$ cat config.mk
export PLATFORM = sky130hd
export DESIGN_NAME = sync_fifo_controller
export DESIGN_NICKNAME = d
export VERILOG_FILES = /design/src/rtl/sync_fifo_pkg.sv /design/src/rtl/fifo_dual_port_ram.sv /design/src/rtl/sync_fifo_controller.sv
export SDC_FILE = /design/constraint.sdc
export NUM_CORES = 1
export LEC_CHECK = 0
export CAP_MARGIN = 20
export CORE_ASPECT_RATIO = 2
export CORE_UTILIZATION = 30
export CTS_CLUSTER_DIAMETER = 100
export DETAILED_ROUTE_END_ITERATION = 8
export PLACE_DENSITY = 0.55
export SYNTH_ARGS = -nofsm -noshare
export SYNTH_HDL_FRONTEND = slang
export SYNTH_SLANG_ARGS = --single-unit
$ cat constraint.sdc
create_clock -name clock -period 2.95 [get_ports clock]
set_input_delay 0.295 -clock clock [delete_from_list [all_inputs] [get_ports clock]]
set_output_delay 0.295 -clock clock [all_outputs]
set_load 0.01 [all_outputs]
$ cat src/rtl/sync_fifo_pkg.sv
// Shared sizing helpers and default geometry for the single-clock FIFO controller.
package sync_fifo_pkg;

   localparam int ADDR_WIDTH_DEFAULT = 4;
   localparam int DEPTH = 1 << ADDR_WIDTH_DEFAULT;

   // Pointers carry one extra wrap bit above the memory address.
   function automatic int ptr_width(input int addr_width);
      return addr_width + 1;
   endfunction

   typedef logic [ADDR_WIDTH_DEFAULT:0] ptr_t;

endpackage

$ cat src/rtl/fifo_dual_port_ram.sv
// Storage array: one synchronous write port and one asynchronous read port.
module fifo_dual_port_ram
   import sync_fifo_pkg::*;
#(
   parameter int DATA_WIDTH = 8,
   parameter int ADDR_WIDTH = 4
) (
   input  logic                  clock,
   input  logic                  write_en,
   input  logic [ADDR_WIDTH-1:0] write_addr,
   input  logic [DATA_WIDTH-1:0] write_word,
   input  logic [ADDR_WIDTH-1:0] read_addr,
   output logic [DATA_WIDTH-1:0] read_word
);

   logic [DATA_WIDTH-1:0] mem_q [1 << ADDR_WIDTH];

   always_ff @(posedge clock) begin
      if (write_en) begin
         mem_q[write_addr] <= write_word;
      end
   end

   assign read_word = mem_q[read_addr];

endmodule

$ cat src/rtl/sync_fifo_controller.sv
// Single-clock FIFO with guarded push/pop, fill level, programmable thresholds and sticky errors.
// Define SYNC_FIFO_CONTROLLER_FWFT_EN for first-word-fall-through reads; default is registered read.
module sync_fifo_controller
   import sync_fifo_pkg::*;
#(
   parameter int DATA_WIDTH         = 8,
   parameter int ADDR_WIDTH         = 4,
   parameter int ALMOST_FULL_LEVEL  = 12,
   parameter int ALMOST_EMPTY_LEVEL = 2
) (
   input  logic                  clock,
   input  logic                  reset,
   input  logic [DATA_WIDTH-1:0] write_data,
   input  logic                  write_enable,
   input  logic                  read_enable,
   input  logic                  error_clear,
   output logic [DATA_WIDTH-1:0] read_data,
   output logic                  read_valid,
   output logic                  full,
   output logic                  empty,
   output logic                  almost_full,
   output logic                  almost_empty,
   output logic [ADDR_WIDTH:0]   fill_count,
   output logic                  overflow,
   output logic                  underflow
);

   localparam int PW = ptr_width(ADDR_WIDTH);

   logic [PW-1:0]         wr_ptr_q, wr_ptr_d;
   logic [PW-1:0]         rd_ptr_q, rd_ptr_d;
   logic [PW-1:0]         count_q, count_d;
   logic                  overflow_q, overflow_d;
   logic                  underflow_q, underflow_d;
   logic                  full_w, empty_w;
   logic                  push_ok, pop_ok;
   logic [DATA_WIDTH-1:0] rd_word;

   // Full/empty come straight from the pointer registers, so acceptance never sees this cycle's inputs.
   assign empty_w = (wr_ptr_q == rd_ptr_q);
   assign full_w  = (wr_ptr_q[ADDR_WIDTH-1:0] == rd_ptr_q[ADDR_WIDTH-1:0]) &&
                    (wr_ptr_q[ADDR_WIDTH] != rd_ptr_q[ADDR_WIDTH]);

   assign push_ok = write_enable && !full_w;
   assign pop_ok  = read_enable && !empty_w;

   always_comb begin
      wr_ptr_d    = wr_ptr_q;
      rd_ptr_d    = rd_ptr_q;
      count_d     = count_q;
      overflow_d  = overflow_q && !error_clear;
      underflow_d = underflow_q && !error_clear;
      if (push_ok) begin
         wr_ptr_d = wr_ptr_q + PW'(1);
      end
      if (pop_ok) begin
         rd_ptr_d = rd_ptr_q + PW'(1);
      end
      case ({push_ok, pop_ok})
         2'b10:   count_d = count_q + PW'(1);
         2'b01:   count_d = count_q - PW'(1);
         default: count_d = count_q;
      endcase
      // A new error in the same cycle as a clear wins, so the flag is never lost.
      if (write_enable && full_w) begin
         overflow_d = 1'b1;
      end
      if (read_enable && empty_w) begin
         underflow_d = 1'b1;
      end
   end

   always_ff @(posedge clock) begin
      if (reset) begin
         wr_ptr_q    <= '0;
         rd_ptr_q    <= '0;
         count_q     <= '0;
         overflow_q  <= 1'b0;
         underflow_q <= 1'b0;
      end else begin
         wr_ptr_q    <= wr_ptr_d;
         rd_ptr_q    <= rd_ptr_d;
         count_q     <= count_d;
         overflow_q  <= overflow_d;
         underflow_q <= underflow_d;
      end
   end

   fifo_dual_port_ram #(
      .DATA_WIDTH (DATA_WIDTH),
      .ADDR_WIDTH (ADDR_WIDTH)
   ) u_ram (
      .clock      (clock),
      .write_en   (push_ok),
      .write_addr (wr_ptr_q[ADDR_WIDTH-1:0]),
      .write_word (write_data),
      .read_addr  (rd_ptr_q[ADDR_WIDTH-1:0]),
      .read_word  (rd_word)
   );

`ifdef SYNC_FIFO_CONTROLLER_FWFT_EN
   assign read_data  = rd_word;
   assign read_valid = !empty_w;
`else
   logic [DATA_WIDTH-1:0] rd_data_q;
   logic                  rd_valid_q;

   always_ff @(posedge clock) begin
      if (reset) begin
         rd_data_q  <= '0;
         rd_valid_q <= 1'b0;
      end else begin
         rd_valid_q <= pop_ok;
         if (pop_ok) begin
            rd_data_q <= rd_word;
         end
      end
   end

   assign read_data  = rd_data_q;
   assign read_valid = rd_valid_q;
`endif

   assign full         = full_w;
   assign empty        = empty_w;
   assign fill_count   = count_q;
   assign almost_full  = (count_q >= PW'(ALMOST_FULL_LEVEL));
   assign almost_empty = (count_q <= PW'(ALMOST_EMPTY_LEVEL));
   assign overflow     = overflow_q;
   assign underflow    = underflow_q;

endmodule

# Yosys cells after proc, flatten, opt, wreduce, memory -nomap -nowiden
# Memories as Yosys holds them, arrays and structs flattened. A register that Yosys moved wholly into a read port is not among the register bits.
# Cells that the tools add are included.
[word_totals]
mem_bits_rw = 128
elab_cells = 34
memories = 1
reg_bits = 18
[op_classes]
n_reduce_logical = 11
n_eq_ne = 5
n_mux = 5
addsub = 4
magnitude_cmp = 2
[mem_list]
columns = ["name", "depth", "width", "read_ports", "rd_ports_with_merged_regs", "wr", "line_no", "rtl"]
rows = [
  ["u_ram.mem_q", 16, 8, 1, 1, 1, "fifo_dual_port_ram.sv:16", "logic [DATA_WIDTH-1:0] mem_q [1 << ADDR_WIDTH];"],
]
[ops]
columns = ["op", "count"]
rows = [
  ["$add 5x1->5 const B", 3],
  ["$pmux 5 s2", 1],
  ["$logic_and 1x1->1", 7],
  ["$eq 5x5->1", 1],
  ["$ge 5x4->1 const B", 1],
  ["$le 5x2->1 const B", 1],
  ["$sub 5x1->5 const B", 1],
  ["$eq 4x4->1", 1],
  ["$mux 1", 4],
  ["$logic_not 1->1", 3],
  ["$eq 2x1->1 const B", 1],
  ["$eq 2x2->1 const B", 1],
  ["$reduce_bool 2->1", 1],
  ["$ne 1x1->1", 1],
]

# Depth between registers and ports, before layout
# Gate-level depths: netlist of run 1.
[depth]
depth_word = 6
ltp_mapped = 13
mapped_depth_nobuf = 11

# By module
# A second synthesis of run 1 with hierarchy kept.
[unflattened]
hier_cells = 373
area_unflattened_um2 = 6379.9
[modules_own_cells]
columns = ["module", "cells_each", "instances", "area_each_um2"]
rows = [
  ["fifo_dual_port_ram", 221, 1, 4987.3],
  ["sync_fifo_controller", 152, 1, 1392.6],
]

# Worst setup path before layout of run 1
# OpenSTA, ideal clock, no wires.
[synth_timing]
path_kind = "reg2reg"
start = "reg rd_ptr_q[3]"
end = "reg count_q[4] (netlist: fill_count[4])"
setup_ps = 71
arrival_ps = 2840
path_stages_with_launch = 14
path_slack_ps = 40
n_path_buf = 2
path_cell_list = "dfxtp_1 -> buf_2 -> xnor2_1 -> and4_1 -> a21boi_2 -> clkbuf_1 -> inv_1 -> ha_1 -> fa_1 -> a21o_1 -> a21oi_1 -> xor2_1 -> or3_1 -> a21oi_1"
[synth_via]
elab_chain_len = 6
[synth_lines]
columns = ["element", "line_no", "rtl"]
rows = [
  ["start: declaration", "sync_fifo_controller.sv:31", "logic [PW-1:0] rd_ptr_q, rd_ptr_d;"],
  ["start signal: assignment", "sync_fifo_controller.sv:82", "rd_ptr_q <= rd_ptr_d;"],
  ["$eq 4x4->1", "sync_fifo_controller.sv:41", "assign full_w = (wr_ptr_q[ADDR_WIDTH-1:0] == rd_ptr_q[ADDR_WIDTH-1:0]) &&"],
  ["$logic_and 1x1->1", "sync_fifo_controller.sv:41", ""],
  ["$logic_not 1->1", "sync_fifo_controller.sv:44", "assign push_ok = write_enable && !full_w;"],
  ["$logic_and 1x1->1", "sync_fifo_controller.sv:44", ""],
  ["$eq 2x1->1 / $eq 2x2->1 (equally long branches)", "sync_fifo_controller.sv:59", "case ({push_ok, pop_ok})"],
  ["$pmux 5 s2 / $reduce_bool 2->1 (equally long branches)", "n/a", ""],
  ["end signal: assignment", "sync_fifo_controller.sv:83", "count_q <= count_d;"],
  ["end: declaration", "sync_fifo_controller.sv:32", "logic [PW-1:0] count_q, count_d;"],
]
# Several ways; a longest one is shown, not always the timed one.
# A chain may end at the register's enable or synchronous reset.

# Worst setup path after layout of run 1
[layout_timing]
start = "reg wr_ptr_q[1]"
end = "reg count_q[4] (netlist: fill_count[4])"
[layout_via]
elab_chain_len = 6
[layout_lines]
columns = ["element", "line_no", "rtl"]
rows = [
  ["start: declaration", "sync_fifo_controller.sv:30", "logic [PW-1:0] wr_ptr_q, wr_ptr_d;"],
  ["start signal: assignment", "sync_fifo_controller.sv:81", "wr_ptr_q <= wr_ptr_d;"],
  ["$eq 4x4->1", "sync_fifo_controller.sv:41", ""],
  ["$logic_and 1x1->1", "sync_fifo_controller.sv:41", ""],
  ["$logic_not 1->1", "sync_fifo_controller.sv:44", ""],
  ["$logic_and 1x1->1", "sync_fifo_controller.sv:44", ""],
  ["$eq 2x1->1 / $eq 2x2->1 (equally long branches)", "sync_fifo_controller.sv:59", ""],
  ["$pmux 5 s2 / $reduce_bool 2->1 (equally long branches)", "n/a", ""],
]
# Several ways; a longest one is shown, not always the timed one.

==> results.cfg, run 1 <==
[status]
status = finished clean

[timing]
hold_viol = 0
skew_ps = 6.25
relSlewSlack_pct = 45.4
period_needed_ps = 2700
setup_violations = 0
maxSlewViolCount = 0
worstMarginPinSlew_ps = 818
whs_ps = 491
final.setup.tns_ps = 0
rsz0062_at_grt = no
fmax_ghz = 0.371
post-route-period-util_pct = 91.5

[logic_synthesis]
syn-cell-area_um2 = 6320
avgSynthCellArea_um2 = 16.7
synth.distinct_cells = 36
seq_area_frac_synth_pct = 69.1
synth_flop_cell = edfxtp_1
synth-async-reset-ratio_pct = 0
synth_nets = 402
yosysWarnings = 0
synth_edf_count = 128
ys_ff_latch = 154
synthCells = 379

[clock_tree]
cts_setup_buffers = 0
numClockSinks = 154
clk_pin_slew_worst_paths_ps = 60
worstSkewPairLatency_ps = 420
clockBufferDepth = 2
cts-root-buf = clkbuf_16
cts_resized = 0
cts-htree-levels = 4
cts_tree = yes
cts_buffers = 17
holdBufCountCts = 0

[detailed_routing]
vias = 3399
ant_nets = 0
drtIter0Drc = 149
drc = 0
drtPass1Iterations = 4
via_per_inst = 4.84
wirelength_um = 14000
routedWlPerCell_um = 20.0

[finish]
fin_nets = 446
post-route-util_pct = 36.8
seq_area_um2 = 4370
drive_above_1_share_pct = 21.1
n_antenna_cell = 0
syn2layout_area_growth_pct = 19.7
fillers = 1961
multi_input_area_um2 = 1810
stdcell_count = 702

[power]
power.density_nw_per_um2 = 724
cellLeakagePower_nw = 2.51
ir_drop_v = 0.000396

[setup_path]
cp-start-kind = flip-flop
endpoint_kind = flip-flop
crit_required_ps = 3310
path_common_cell = a21oi_1
r2r_start = wr_ptr_q[1]$_SDFFE_PP0P_
crit_fanout = 6
slowest_stage = fa_1
worst_ep_arrival_time_ps = 3050
worst_path_largest_cell_delay_ps = 440
path_class = reg2reg
r2r.worst_path.cells = 11
reg2reg_to = fill_count[4]$_SDFFE_PP0P_
crit_chain = xnor2_1, nand4_1, o21ai_1, inv_1, ha_1, fa_1, a21o_1, a21oi_1, xor2_1, or3_1, a21oi_1
ff2ff_setup_slack_ps = 250

[job]
cap_viol_max_count = 0

[die]
pin_count = 33
fp.dieW_um = 105
num_rows = 74
coreArea_um2 = 20600
die_area_um2 = 21700
start_util_pct = 30.7
die_y_um = 207

[global_route]
grt_pass1_vias = 3656
antenna_found_initial = 0
grt_pass1_wl_um = 21300
grt_use_total_pct = 13.6
overflow = 0
grt_max_degree = 52

[min_path]
hold_start = read_data[1]$_SDFFE_PP0P_
hp-class = reg2reg
whs_path_depth = 2
hold_path_end = read_data[1]$_SDFFE_PP0P_

[placed_design]
dp_hpwl_um = 9780
dp.cells = 670
io_buffers = 32
gp_congestion = 0.749
[cell type report]
| type | count | area share [%] |
|---|---|---|
| Multi-Input combinational cell | 198 | 23.9 |
| Timing Repair Buffer | 48 | 5.82 |
| Clock buffer | 28 | 7.28 |
| Tap cell | 266 | 4.40 |
| Sequential cell | 154 | 57.7 |
| Inverter | 4 | 0.198 |
| Clock inverter | 4 | 0.662 |
[registers in the layout, indices dropped and copies added, names as in the netlist]
| signal | count |
|---|---|
| u_ram.mem_q | 128 |
| read_data | 8 |
| fill_count | 5 |
| rd_ptr_q | 5 |
| wr_ptr_q | 5 |
| overflow | 1 |
| read_valid | 1 |
| underflow | 1 |
[worst max-delay path by stage]
stage / startpoint / endpoint / slack, ps / depth (start not counted)
2_1_floorplan: rd_ptr_q[3]$_SDFFE_PP0P_ / fill_count[4]$_SDFFE_PP0P_ / 40 / 13
3_3_place_gp: write_enable / fill_count[4]$_SDFFE_PP0P_ / 260 / 10
3_5_place_dp: write_enable / fill_count[4]$_SDFFE_PP0P_ / 160 / 10
4_1_cts: wr_ptr_q[1]$_SDFFE_PP0P_ / fill_count[4]$_SDFFE_PP0P_ / 250 / 11
5_1_grt: wr_ptr_q[1]$_SDFFE_PP0P_ / fill_count[4]$_SDFFE_PP0P_ / 90 / 11
6_report: wr_ptr_q[1]$_SDFFE_PP0P_ / fill_count[4]$_SDFFE_PP0P_ / 250 / 11
[critical path: cells and delay by family, from the launching register on]
kind | cells | cell delay (ps)
simple gates | 2 | 440
flops | 1 | 420
compound gates | 4 | 700
fa+ha+maj | 2 | 720
buf+inv | 1 | 90
xor+xnor | 2 | 260
[per-layer routing]
| metal | GRT usage, % | routed length, µm | vias to the layer above | part of all wire (%) |
|---|---|---|---|---|
| met5 | 0 | 0 | - | 0 |
| met4 | 7.14 | 421 | 0 | 3.0 |
| met1 | 13.1 | 4910 | 1747 | 35 |
| met3 | 2.64 | 399 | 20 | 2.8 |
| li1 | - | - | 1556 | - |
| met2 | 26.6 | 8290 | 76 | 59 |
[placed cells by master, fill, tap and decap left out, types with 4 or more instances in the layout]
cell type / count
edfxtp_1: 128
clkdlybuf4s50_1: 32
nor2_1: 28
dfxtp_1: 24
mux4_2: 22
clkbuf_16: 20
nor3_1: 17
mux2_2: 17
buf_4: 16
nor2b_1: 15
xnor2_1: 12
and3_1: 12
a21oi_1: 10
ha_1: 9
a211oi_1: 8
o22ai_1: 8
a211oi_2: 8
clkbuf_1: 6
xor2_1: 5
inv_1: 4
[synthesized netlist by cell type, types with 4 or more instances]
library cell    n  area, µm²
mux4_2         22        495
inv_1           4       15.0
buf_2           9       45.0
nor3_1         17       85.1
clkbuf_1       10       37.5
mux2_2         17        191
a21oi_1        10       50.1
xnor2_1        12        105
ha_1            9        113
and3_1         12       75.1
nor2b_1        15       93.8
a211oi_2        8        100
a211oi_1        8       60.1
nor2_1         28        105
o22ai_1         8       50.1
xor2_1          5       43.8
edfxtp_1      128       3840
dfxtp_1        26        521
[report_power, final]
part           switching (W)  internal, W  leakage [nW]  total, W
combinational       0.000423     0.000364         0.840  0.000787
clock               0.000835      0.00136         0.295   0.00220
sequential         0.0000562      0.00243          1.37   0.00249
[through the flow]
step / area [µm²] / total power (W) / setup slack, ps
finish: 7560 / 0.00547 / 251
global route: 7560 / 0.00566 / 90.0
floorplan: 6320 / 0.00299 / 39.7
CTS: 7560 / 0.00552 / 245
detailed placement: 6960 / 0.00334 / 157
global placement: 6960 / 0.00332 / 264
[kinds of logic (layout without fill, tap and decap cells)]
group	count (synthesis)	count (layout)	synth area share, %
compound gates	43	43	5.19
xor+xnor	17	17	2.36
fa+ha+maj	10	10	2.10
buf+inv	27	84	2.30
flops	154	154	69.1
mux	44	44	12.2
simple gates	84	84	6.81
Note: power is estimated with default switching activity, not from simulation.
==> run 2, diff against run 1 <==
--- a/config.mk
+++ b/config.mk
@@ -10,7 +10,8 @@
 export CORE_UTILIZATION = 30
 export CTS_CLUSTER_DIAMETER = 100
 export DETAILED_ROUTE_END_ITERATION = 8
-export PLACE_DENSITY = 0.55
+export DONT_BUFFER_PORTS = 1
+export PLACE_DENSITY = 0.53
 export SYNTH_ARGS = -nofsm -noshare
 export SYNTH_HDL_FRONTEND = slang
 export SYNTH_SLANG_ARGS = --single-unit
==> results.cfg, run 2 (synthesis results as in run 1) <==
[timing]
setup_slack_ps = 218
maxSlewViolCount = 0
period_needed_ps = 2730
skew_ps = 5.57
setup_violations = 0
whs_ps = 18.7
hold_viol = 0
post-route-period-util_pct = 92.6
fmax_ghz = 0.366
relSlewSlack_pct = 20.8
worstMarginPinSlew_ps = 1190
final.setup.tns_ps = 0
rsz0062_at_grt = no

[setup_path]
crit_fanout = 6
cp-start-kind = flip-flop
path_class = reg2reg
critPathTopFamily = compound AO/OA/AOI/OAI gates
ff2ff_setup_slack_ps = 220
path_common_cell = a21oi_1
crit_chain = xnor2_1, nand4_1, o21ai_1, inv_1, ha_1, fa_1, a21o_1, a21oi_1, xor2_1, or3_1, a21oi_1
worst_ep_arrival_time_ps = 3090
crit_buf_inv = 1
crit_required_ps = 3310
slowest_stage = dfxtp_1
worst_path_largest_cell_delay_ps = 430
endpoint_kind = flip-flop

[clock_tree]
cts_buffers = 17
cts_tree = yes
worstSkewPairLatency_ps = 430
cts-root-buf = clkbuf_16
clockBufferDepth = 2
cts-htree-levels = 4
clk_pin_slew_worst_paths_ps = 60
numClockSinks = 154
cts_resized = 0

[finish]
largest_reg_flops = 128
stdcell_count = 678
fin_nets = 422
syn2layout_area_growth_pct = 15.7
finalInstanceArea_um2 = 7310
drive_above_1_share_pct = 23.5
layout_common_cells = edfxtp_1, nor2_1, dfxtp_1, mux4_2
final_common_cell = edfxtp_1
n_antenna_cell = 0
fillers = 1955
top_register = u_ram.mem_q

[global_route]
grt_max_degree = 52
grt_use_total_pct = 13.8
antenna_found_initial = 0
grt_pass1_vias = 3467
grt_pass1_wl_um = 21200
overflow = 0

[power]
ir_drop_v = 0.000428
p_seq_share_pct = 48.2
p_comb_share_pct = 11.9
power_frac_clock_pct = 39.8
cell_internal_pwr_w = 0.00386
p_sw_w = 0.00137
power.density_nw_per_um2 = 715
cellLeakagePower_nw = 2.41
p_sw_share_pct = 26.1

[placed_design]
io_buffers = 0
gp_congestion = 0.786
dpl_cell_area_um2 = 6630
pre_cts_slack_ps = 258
dp_hpwl_um = 9390
dp.cells = 636

[job]
cap_viol_max_count = 0

[die]
num_rows = 74
fp.dieW_um = 105
die_y_um = 207
pin_count = 33
start_util_pct = 30.7
die_area_um2 = 21700
coreArea_um2 = 20600

[detailed_routing]
vias = 3275
ant_nets = 0
via_per_inst = 4.83
drc = 0
wirelength_um = 13900
drtPass1Iterations = 4
drtIter0Drc = 160
routedWlPerCell_um = 20.5

[min_path]
hp-class = in2reg

[status]
status = finished clean
## run 2: area by class of cell
class	instances	area (µm²)	area share (%)
timing repair buffer	24	223	3.05
sequential	154	4370	59.7
tap	266	333	4.55
inverter	4	15.0	0.205
multi-input combinational	198	1810	24.7
clock buffer	17	425	5.82
clock inverter	15	141	1.93
## run 2: power by group through the flow
stage	sequential, W	combinational [W]	clock (W)
CTS	0.00253	0.000634	0.00212
global placement	0.00257	0.000587	0
detailed placement	0.00257	0.000589	0
floorplan	0.00255	0.000440	0
global route	0.00253	0.000691	0.00220
finish	0.00252	0.000624	0.00208
## run 2: stage by stage
step                      utilization (%)  power (W)
after global routing                 35.6    0.00542
after floorplan                         -    0.00299
after detailed placement             32.2    0.00316
after CTS                            35.4    0.00528
final                                35.6    0.00523
after global placement               32.2    0.00316
## run 2: worst reg2reg max path: cells and delay by family, from the launching register on
kind            cells  cell delay, ps
simple gates        2             440
xor+xnor            2             270
buf+inv             1              90
compound gates      4             740
flops               1             430
fa+ha+maj           2             700
## run 2: what timing repair did
item / in CTS / in global routing
endpoints found under the hold margin: 153 / 0
setup endpoints to repair: 0 / 0
hold buffers: 9 / 0
buffers inserted: 0 / 0
## run 2: worst paths after layout
path	to	startpoint	depth (start not counted)
setup / recovery	fill_count[4]$_SDFFE_PP0P_	wr_ptr_q[1]$_SDFFE_PP0P_	11
hold / removal	overflow$_SDFF_PP0_	write_enable	2
hold reg to reg	read_data[1]$_SDFFE_PP0P_	read_data[1]$_SDFFE_PP0P_	2
setup reg to reg	fill_count[4]$_SDFFE_PP0P_	wr_ptr_q[1]$_SDFFE_PP0P_	11
## run 2: layer usage
layer / track usage [%] / routed length, µm / part of all wire (%)
met3: 3.27 / 483 / 3.5
met2: 26.6 / 8320 / 60
met1: 13.3 / 4800 / 35
met5: 0 / 0 / 0
met4: 6.90 / 295 / 2.1
